$ cat src/rtl/fib_pkg.sv
// rtl/fib_pkg.sv - shared widths and scheduler state type for the Fibonacci front-end
package fib_pkg;

    localparam int LEVEL_W = 8;

    typedef enum logic [1:0] {
        ST_IDLE,
        ST_ISSUE,
        ST_WAIT,
        ST_RESP
    } fib_sched_state_t;

    function automatic int cnt_width(input int max_val);
        return $clog2(max_val + 1);
    endfunction

endpackage

$ cat src/rtl/fib_req_fifo.sv
// rtl/fib_req_fifo.sv - synchronous request FIFO with full/empty flags
module fib_req_fifo #(
    parameter int DEPTH = 4,
    parameter int WIDTH = 12
) (
    input  logic             clk,
    input  logic             rst_n,
    input  logic             i_push,
    input  logic [WIDTH-1:0] i_wdata,
    input  logic             i_pop,
    output logic [WIDTH-1:0] o_rdata,
    output logic             o_full,
    output logic             o_empty
);

    localparam int PTR_W = $clog2(DEPTH);
    localparam logic [PTR_W:0] FULL_CNT = (PTR_W + 1)'(DEPTH);

    logic [WIDTH-1:0] r_mem [DEPTH];
    logic [PTR_W-1:0] r_wr_ptr;
    logic [PTR_W-1:0] r_rd_ptr;
    logic [PTR_W:0]   r_count;
    logic             w_do_push;
    logic             w_do_pop;

    // A push is refused while full even if the same cycle pops.
    assign w_do_push = i_push && !o_full;
    assign w_do_pop  = i_pop && !o_empty;
    assign o_full    = (r_count == FULL_CNT);
    assign o_empty   = (r_count == '0);
    assign o_rdata   = r_mem[r_rd_ptr];

    always_ff @(posedge clk) begin
        if (w_do_push) begin
            r_mem[r_wr_ptr] <= i_wdata;
        end
    end

    always_ff @(posedge clk or negedge rst_n) begin
        if (!rst_n) begin
            r_wr_ptr <= '0;
            r_rd_ptr <= '0;
            r_count  <= '0;
        end else begin
            if (w_do_push) begin
                r_wr_ptr <= r_wr_ptr + 1'b1;
            end
            if (w_do_pop) begin
                r_rd_ptr <= r_rd_ptr + 1'b1;
            end
            if (w_do_push && !w_do_pop) begin
                r_count <= r_count + 1'b1;
            end else if (!w_do_push && w_do_pop) begin
                r_count <= r_count - 1'b1;
            end
        end
    end

endmodule

$ cat src/rtl/fib_req_scheduler.sv
// rtl/fib_req_scheduler.sv - queues tagged requests, drives the Fibonacci core one at a time, returns tagged responses
module fib_req_scheduler
    import fib_pkg::*;
#(
    parameter int DEPTH   = 4,
    parameter int TAG_W   = 4,
    parameter int TIMEOUT = 300
) (
    input  logic               clk,
    input  logic               rst_n,
    input  logic               i_req_valid,
    output logic               o_req_ready,
    input  logic [LEVEL_W-1:0] i_req_level,
    input  logic [TAG_W-1:0]   i_req_tag,
    output logic               o_rsp_valid,
    input  logic               i_rsp_ready,
    output logic [LEVEL_W-1:0] o_rsp_result,
    output logic [TAG_W-1:0]   o_rsp_tag,
    output logic               o_rsp_err,
    output logic               o_core_in_valid,
    output logic [LEVEL_W-1:0] o_core_in_level,
    input  logic               i_core_out_valid,
    input  logic [LEVEL_W-1:0] i_core_result,
    output logic               o_busy
);

    localparam int ENTRY_W = LEVEL_W + TAG_W;
    localparam int CNT_W   = cnt_width(TIMEOUT);
    localparam logic [CNT_W-1:0] CNT_LAST = CNT_W'(TIMEOUT - 1);

    fib_sched_state_t r_state;
    fib_sched_state_t w_state_nxt;

    logic               w_full;
    logic               w_empty;
    logic               w_pop;
    logic               w_capture;
    logic               w_timeout;
    logic               w_rsp_fire;
    logic [ENTRY_W-1:0] w_head;
    logic [LEVEL_W-1:0] w_head_level;
    logic [TAG_W-1:0]   w_head_tag;
    logic [CNT_W-1:0]   w_cnt_inc;

    logic [LEVEL_W-1:0] r_level;
    logic [TAG_W-1:0]   r_tag;
    logic [LEVEL_W-1:0] r_result;
    logic               r_err;
    logic               r_rsp_valid;
    logic [CNT_W-1:0]   r_cnt;

    fib_req_fifo #(
        .DEPTH (DEPTH),
        .WIDTH (ENTRY_W)
    ) u_fifo (
        .clk     (clk),
        .rst_n   (rst_n),
        .i_push  (i_req_valid),
        .i_wdata ({i_req_level, i_req_tag}),
        .i_pop   (w_pop),
        .o_rdata (w_head),
        .o_full  (w_full),
        .o_empty (w_empty)
    );

    assign {w_head_level, w_head_tag} = w_head;
    assign w_rsp_fire = r_rsp_valid && i_rsp_ready;
    assign w_cnt_inc  = r_cnt + 1'b1;

    always_ff @(posedge clk or negedge rst_n) begin
        if (!rst_n) begin
            r_state <= ST_IDLE;
        end else begin
            r_state <= w_state_nxt;
        end
    end

    always_comb begin
        w_state_nxt = r_state;
        w_pop       = 1'b0;
        w_capture   = 1'b0;
        w_timeout   = 1'b0;
        case (r_state)
            ST_IDLE: begin
                if (!w_empty) begin
                    w_pop       = 1'b1;
                    // Level 0 is answered locally; the core never sees it.
                    w_state_nxt = (w_head_level == '0) ? ST_RESP : ST_ISSUE;
                end
            end
            ST_ISSUE: begin
                w_state_nxt = ST_WAIT;
            end
            ST_WAIT: begin
                if (i_core_out_valid) begin
                    w_capture   = 1'b1;
                    w_state_nxt = ST_RESP;
                end else if (w_cnt_inc == CNT_LAST) begin
                    w_timeout   = 1'b1;
                    w_state_nxt = ST_RESP;
                end
            end
            ST_RESP: begin
                if (w_rsp_fire) begin
                    w_state_nxt = ST_IDLE;
                end
            end
            default: begin
                w_state_nxt = ST_IDLE;
            end
        endcase
    end

    // r_cnt counts cycles since ISSUE began, so the timeout response rises TIMEOUT cycles after the core start pulse.
    always_ff @(posedge clk or negedge rst_n) begin
        if (!rst_n) begin
            r_level     <= '0;
            r_tag       <= '0;
            r_result    <= '0;
            r_err       <= 1'b0;
            r_rsp_valid <= 1'b0;
            r_cnt       <= '0;
        end else begin
            if (w_pop) begin
                r_level  <= w_head_level;
                r_tag    <= w_head_tag;
                r_result <= '0;
                r_err    <= 1'b0;
                r_cnt    <= '0;
            end else if (r_state == ST_ISSUE || r_state == ST_WAIT) begin
                r_cnt <= w_cnt_inc;
            end
            if (w_capture) begin
                r_result <= i_core_result;
            end
            if (w_timeout) begin
                r_err <= 1'b1;
            end
            r_rsp_valid <= (r_state == ST_RESP) && !w_rsp_fire;
        end
    end

    assign o_req_ready     = !w_full;
    assign o_rsp_valid     = r_rsp_valid;
    assign o_rsp_result    = r_result;
    assign o_rsp_tag       = r_tag;
    assign o_rsp_err       = r_err;
    assign o_core_in_valid = (r_state == ST_ISSUE);
    assign o_core_in_level = r_level;
    assign o_busy          = (r_state != ST_IDLE) || !w_empty;

endmodule
$ cat config.mk
export PLATFORM = sky130hd
export DESIGN_NAME = fib_req_scheduler
export DESIGN_NICKNAME = d
export VERILOG_FILES = /design/src/rtl/fib_pkg.sv /design/src/rtl/fib_req_fifo.sv /design/src/rtl/fib_req_scheduler.sv
export SDC_FILE = /design/constraint.sdc
export NUM_CORES = 1
export LEC_CHECK = 0
export BUFFER_PORTS_ARGS = -buffer_cell sky130_fd_sc_hd__buf_2
export CELL_PAD_IN_SITES_DETAIL_PLACEMENT = 0
export CELL_PAD_IN_SITES_GLOBAL_PLACEMENT = 2
export CORE_ASPECT_RATIO = 0.8
export CORE_MARGIN = 8
export CORE_UTILIZATION = 41
export CTS_BUF_LIST = sky130_fd_sc_hd__clkbuf_8
export DETAILED_ROUTE_END_ITERATION = 16
export PLACE_DENSITY_LB_ADDON = 0.1
export SETUP_SLACK_MARGIN = 0.3
export SYNTH_ARGS = -nofsm -noshare
export SYNTH_HDL_FRONTEND = slang
export SYNTH_SLANG_ARGS = --single-unit
export TNS_END_PERCENT = 20
$ cat constraint.sdc
create_clock -name clk -period 2.8 [get_ports clk]
set_input_delay 0.56 -clock clk [delete_from_list [all_inputs] [get_ports clk]]
set_output_delay 0.56 -clock clk [all_outputs]
set_load 0.005 [all_outputs]
==> metrics.csv <==
metric;value;unit
status;finished, final reports clean;
syn nets;311;
die area;0.0123;sq mm
Least-Margin Pin Slew;0.727;ns
clk_skew;0.00726;ns
layout cells sized above 1;25.1;%
YS warnings;0;
clock slew seen by the registers of the worst setup and hold paths;0.09;ns
Routed Antenna Nets;0;
setup ws final;0.580;ns
ANT cells;0;
initial antenna violation count;0;
Worst R2R Start;r_cnt[0]$_DFFE_PN0P_;
Residual DRC;0;
Worst-Skew Late Latency;0.36;ns
# rows;31;
Root Driver;clkbuf_8;
Hold Path Class;in -> async;
starting density of the core;41.5;%
LEAKAGE;0.00180;uW
Max Buffers Root-to-Sink;2;
cell count of the worst reg-to-reg path;7;
Worst setup SP type;flop;
vias in the first global route;2344;
Vias/cell;4.93;
hold_ws;0.187;ns
I/O pins;50;
arrival time worst endpoint;2.47;ns
mapped cell area;0.00369;sq mm
total power;4310;uW
Worst Path Max Fanout;7;
CTS tree;built;
Distinct cells, synth;37;
setup_tns;0;ns
R2R Setup Slk;0.58;ns
final hold vios;0;
CTS Hold Bufs;0;
largest net degree at the start of global routing;24;
Post-layout nets;368;
first-pass GRT wire length;12000;um
routed length per placed instance;16.4;um
peak supply drop;0.484;mV
MaxCap Viol Count;0;
Num CTS Buffers;9;
chip width;122;um
1st-iter DRT viols;103;
htree depth;3;
Vias;2220;
Synth-to-Final Area Change;15.5;%
die height;101;um
Required @ worst endpoint;3.05;ns
Setup Buffers After CTS;0;
final worst path period need;2.22;ns
total track usage;13.0;%
synthesis-stage register bit count;88;
Setup violations, final;0;
DP Worst Slack;0.606;ns
gate count after technology mapping;273;
reg2reg end;r_state[1]$_DFFE_PN0P_;
syn_area_per_cell;13.5;sq um
first-pass detailed-route iteration total;4;
Fill cells;838;
Detailed Route WL;7370;um
CTS sink count;88;
PortBufs;49;
Final Max Tran Viols;0;
crit path kind;reg -> reg;
hpwl dp;5010;um
register area share after synthesis;66.2;%
gr ovfl total;0;
fin crit share;79.3;%
relative slew slack;51.6;%
GPL Wtd Cong;0.740;
post-CTS sizing;0;
CP endpoint kind;flop;
fmax;450;MHz
PwrDens;1010;mW/mm^2
RSZ-0062 raised after global routing;no;
core area;0.00888;sq mm
[per-layer routing]
| layer | routed length [um] | track usage, % |
|---|---|---|
| met5 | 0 | 0 |
| met1 | 3570 | 16.5 |
| met3 | 324 | 4.59 |
| met4 | 83 | 4.54 |
| met2 | 3380 | 20.1 |
[cells by family (layout without fill, tap and decap cells)]
family | after synthesis | count (layout) | share of synthesized area, %
AO/OA/AOI/OAI | 26 | 26 | 4.24
XOR/XNOR | 13 | 13 | 3.09
multiplexers | 16 | 16 | 8.21
adder cells (fa/ha/maj) | 13 | 13 | 4.61
flip-flops | 88 | 88 | 66.2
buffers and inverters | 19 | 81 | 2.10
AND/OR/NAND/NOR | 98 | 98 | 11.5
[cells in the final DEF (no fill, tap or decap), types with 4 or more instances in the layout]
cell / count
nand2_1: 61
buf_2: 49
edfxtp_1: 48
dfrtp_1: 40
o21ai_0: 15
nor2_1: 13
ha_1: 12
mux4_2: 11
clkbuf_8: 10
inv_1: 9
xor2_1: 8
buf_4: 7
and3_1: 6
xnor2_1: 5
nand4_1: 5
a21oi_1: 4
[power by group]
part | leakage, uW | switching (uW) | internal (uW) | total, uW
Sequential | 0.000951 | 234 | 1770 | 2000
Clock | 0.0000794 | 438 | 338 | 776
Combinational | 0.000765 | 846 | 685 | 1530
Total | 0.00180 | 1520 | 2790 | 4310
[synthesized netlist by cell type (all sizes together)]
cell / n / area [sq um]
nand2: 61 / 229
mux2i: 1 / 10.0
a21oi: 4 / 20.0
o211ai: 1 / 7.51
a211oi: 1 / 7.51
nor4: 1 / 6.26
and3: 6 / 37.5
nand2b: 1 / 6.26
and2: 2 / 12.5
or3: 2 / 12.5
ha: 12 / 150
and4: 1 / 8.76
o21ai: 15 / 75.1
nor2b: 1 / 6.26
nor3: 3 / 15.0
clkbuf: 4 / 15.0
xor2: 8 / 70.1
edfxtp: 48 / 1440
mux4: 11 / 248
mux2: 4 / 45.0
inv: 9 / 33.8
a21o: 1 / 7.51
o32a: 1 / 10.0
a211o: 1 / 8.76
nand3: 2 / 10.0
nand4: 5 / 31.3
fa: 1 / 20.0
a21boi: 1 / 7.51
xnor2: 5 / 43.8
dfrtp: 40 / 1000
buf: 6 / 28.8
a31oi: 1 / 12.5
nor2: 13 / 48.8
[flip-flops by register name, summed over array words and instances (netlist names)]
signal and count:
u_fifo.r_count 3, u_fifo.r_wr_ptr 2, u_fifo.r_mem 48, o_rsp_err 1, u_fifo.r_rd_ptr 2, r_cnt 9, o_rsp_valid 1, o_rsp_tag 4
o_core_in_level 8, r_state 2, o_rsp_result 8
[per-stage QoR]
step / cells / util [%] / instance area (sq um)
3_5_place_dp: 434 / 46.0 / 4090
4_1_cts: 450 / 47.9 / 4260
3_3_place_gp: 434 / 46.0 / 4090
6_report: 450 / 47.9 / 4260
5_1_grt: 450 / 47.9 / 4260
2_1_floorplan: 273 / - / 3690
[critical path, stage by stage, from the launching register on]
cell and delay, ns:
dfrtp_1 0.47, ha_1 0.29, and3_1 0.21, nor3_1 0.14, o211ai_1 0.11, a211o_1 0.32, a31oi_2 0.23, mux2_1 0.34
[how the worst max path moves through the flow]
| stage | startpoint | to | cells past startpoint |
|---|---|---|---|
| 3_5_place_dp | r_cnt[0]$_DFFE_PN0P_ | r_state[1]$_DFFE_PN0P_ | 7 |
| 4_1_cts | r_cnt[1]$_DFFE_PN0P_ | r_state[1]$_DFFE_PN0P_ | 7 |
| 6_report | r_cnt[0]$_DFFE_PN0P_ | r_state[1]$_DFFE_PN0P_ | 7 |
| 2_1_floorplan | r_state[0]$_DFFE_PN0P_ | u_fifo.r_count[2]$_DFFE_PN0P_ | 11 |
| 5_1_grt | u_fifo.r_count[0]$_DFFE_PN0P_ | u_fifo.r_count[2]$_DFFE_PN0P_ | 9 |
| 3_3_place_gp | r_cnt[1]$_DFFE_PN0P_ | r_state[1]$_DFFE_PN0P_ | 7 |
[final cells by class]
cell class / instances / area (sq um) / area share, %
Inverter: 9 / 33.8 / 0.793
Multi-Input combinational cell: 166 / 1170 / 27.4
Clock buffer: 10 / 138 / 3.23
Timing Repair Buffer: 56 / 298 / 6.99
Tap cell: 115 / 144 / 3.38
Clock inverter: 6 / 35.0 / 0.823
Sequential cell: 88 / 2440 / 57.4
Note: power is estimated with default switching activity, not from simulation.
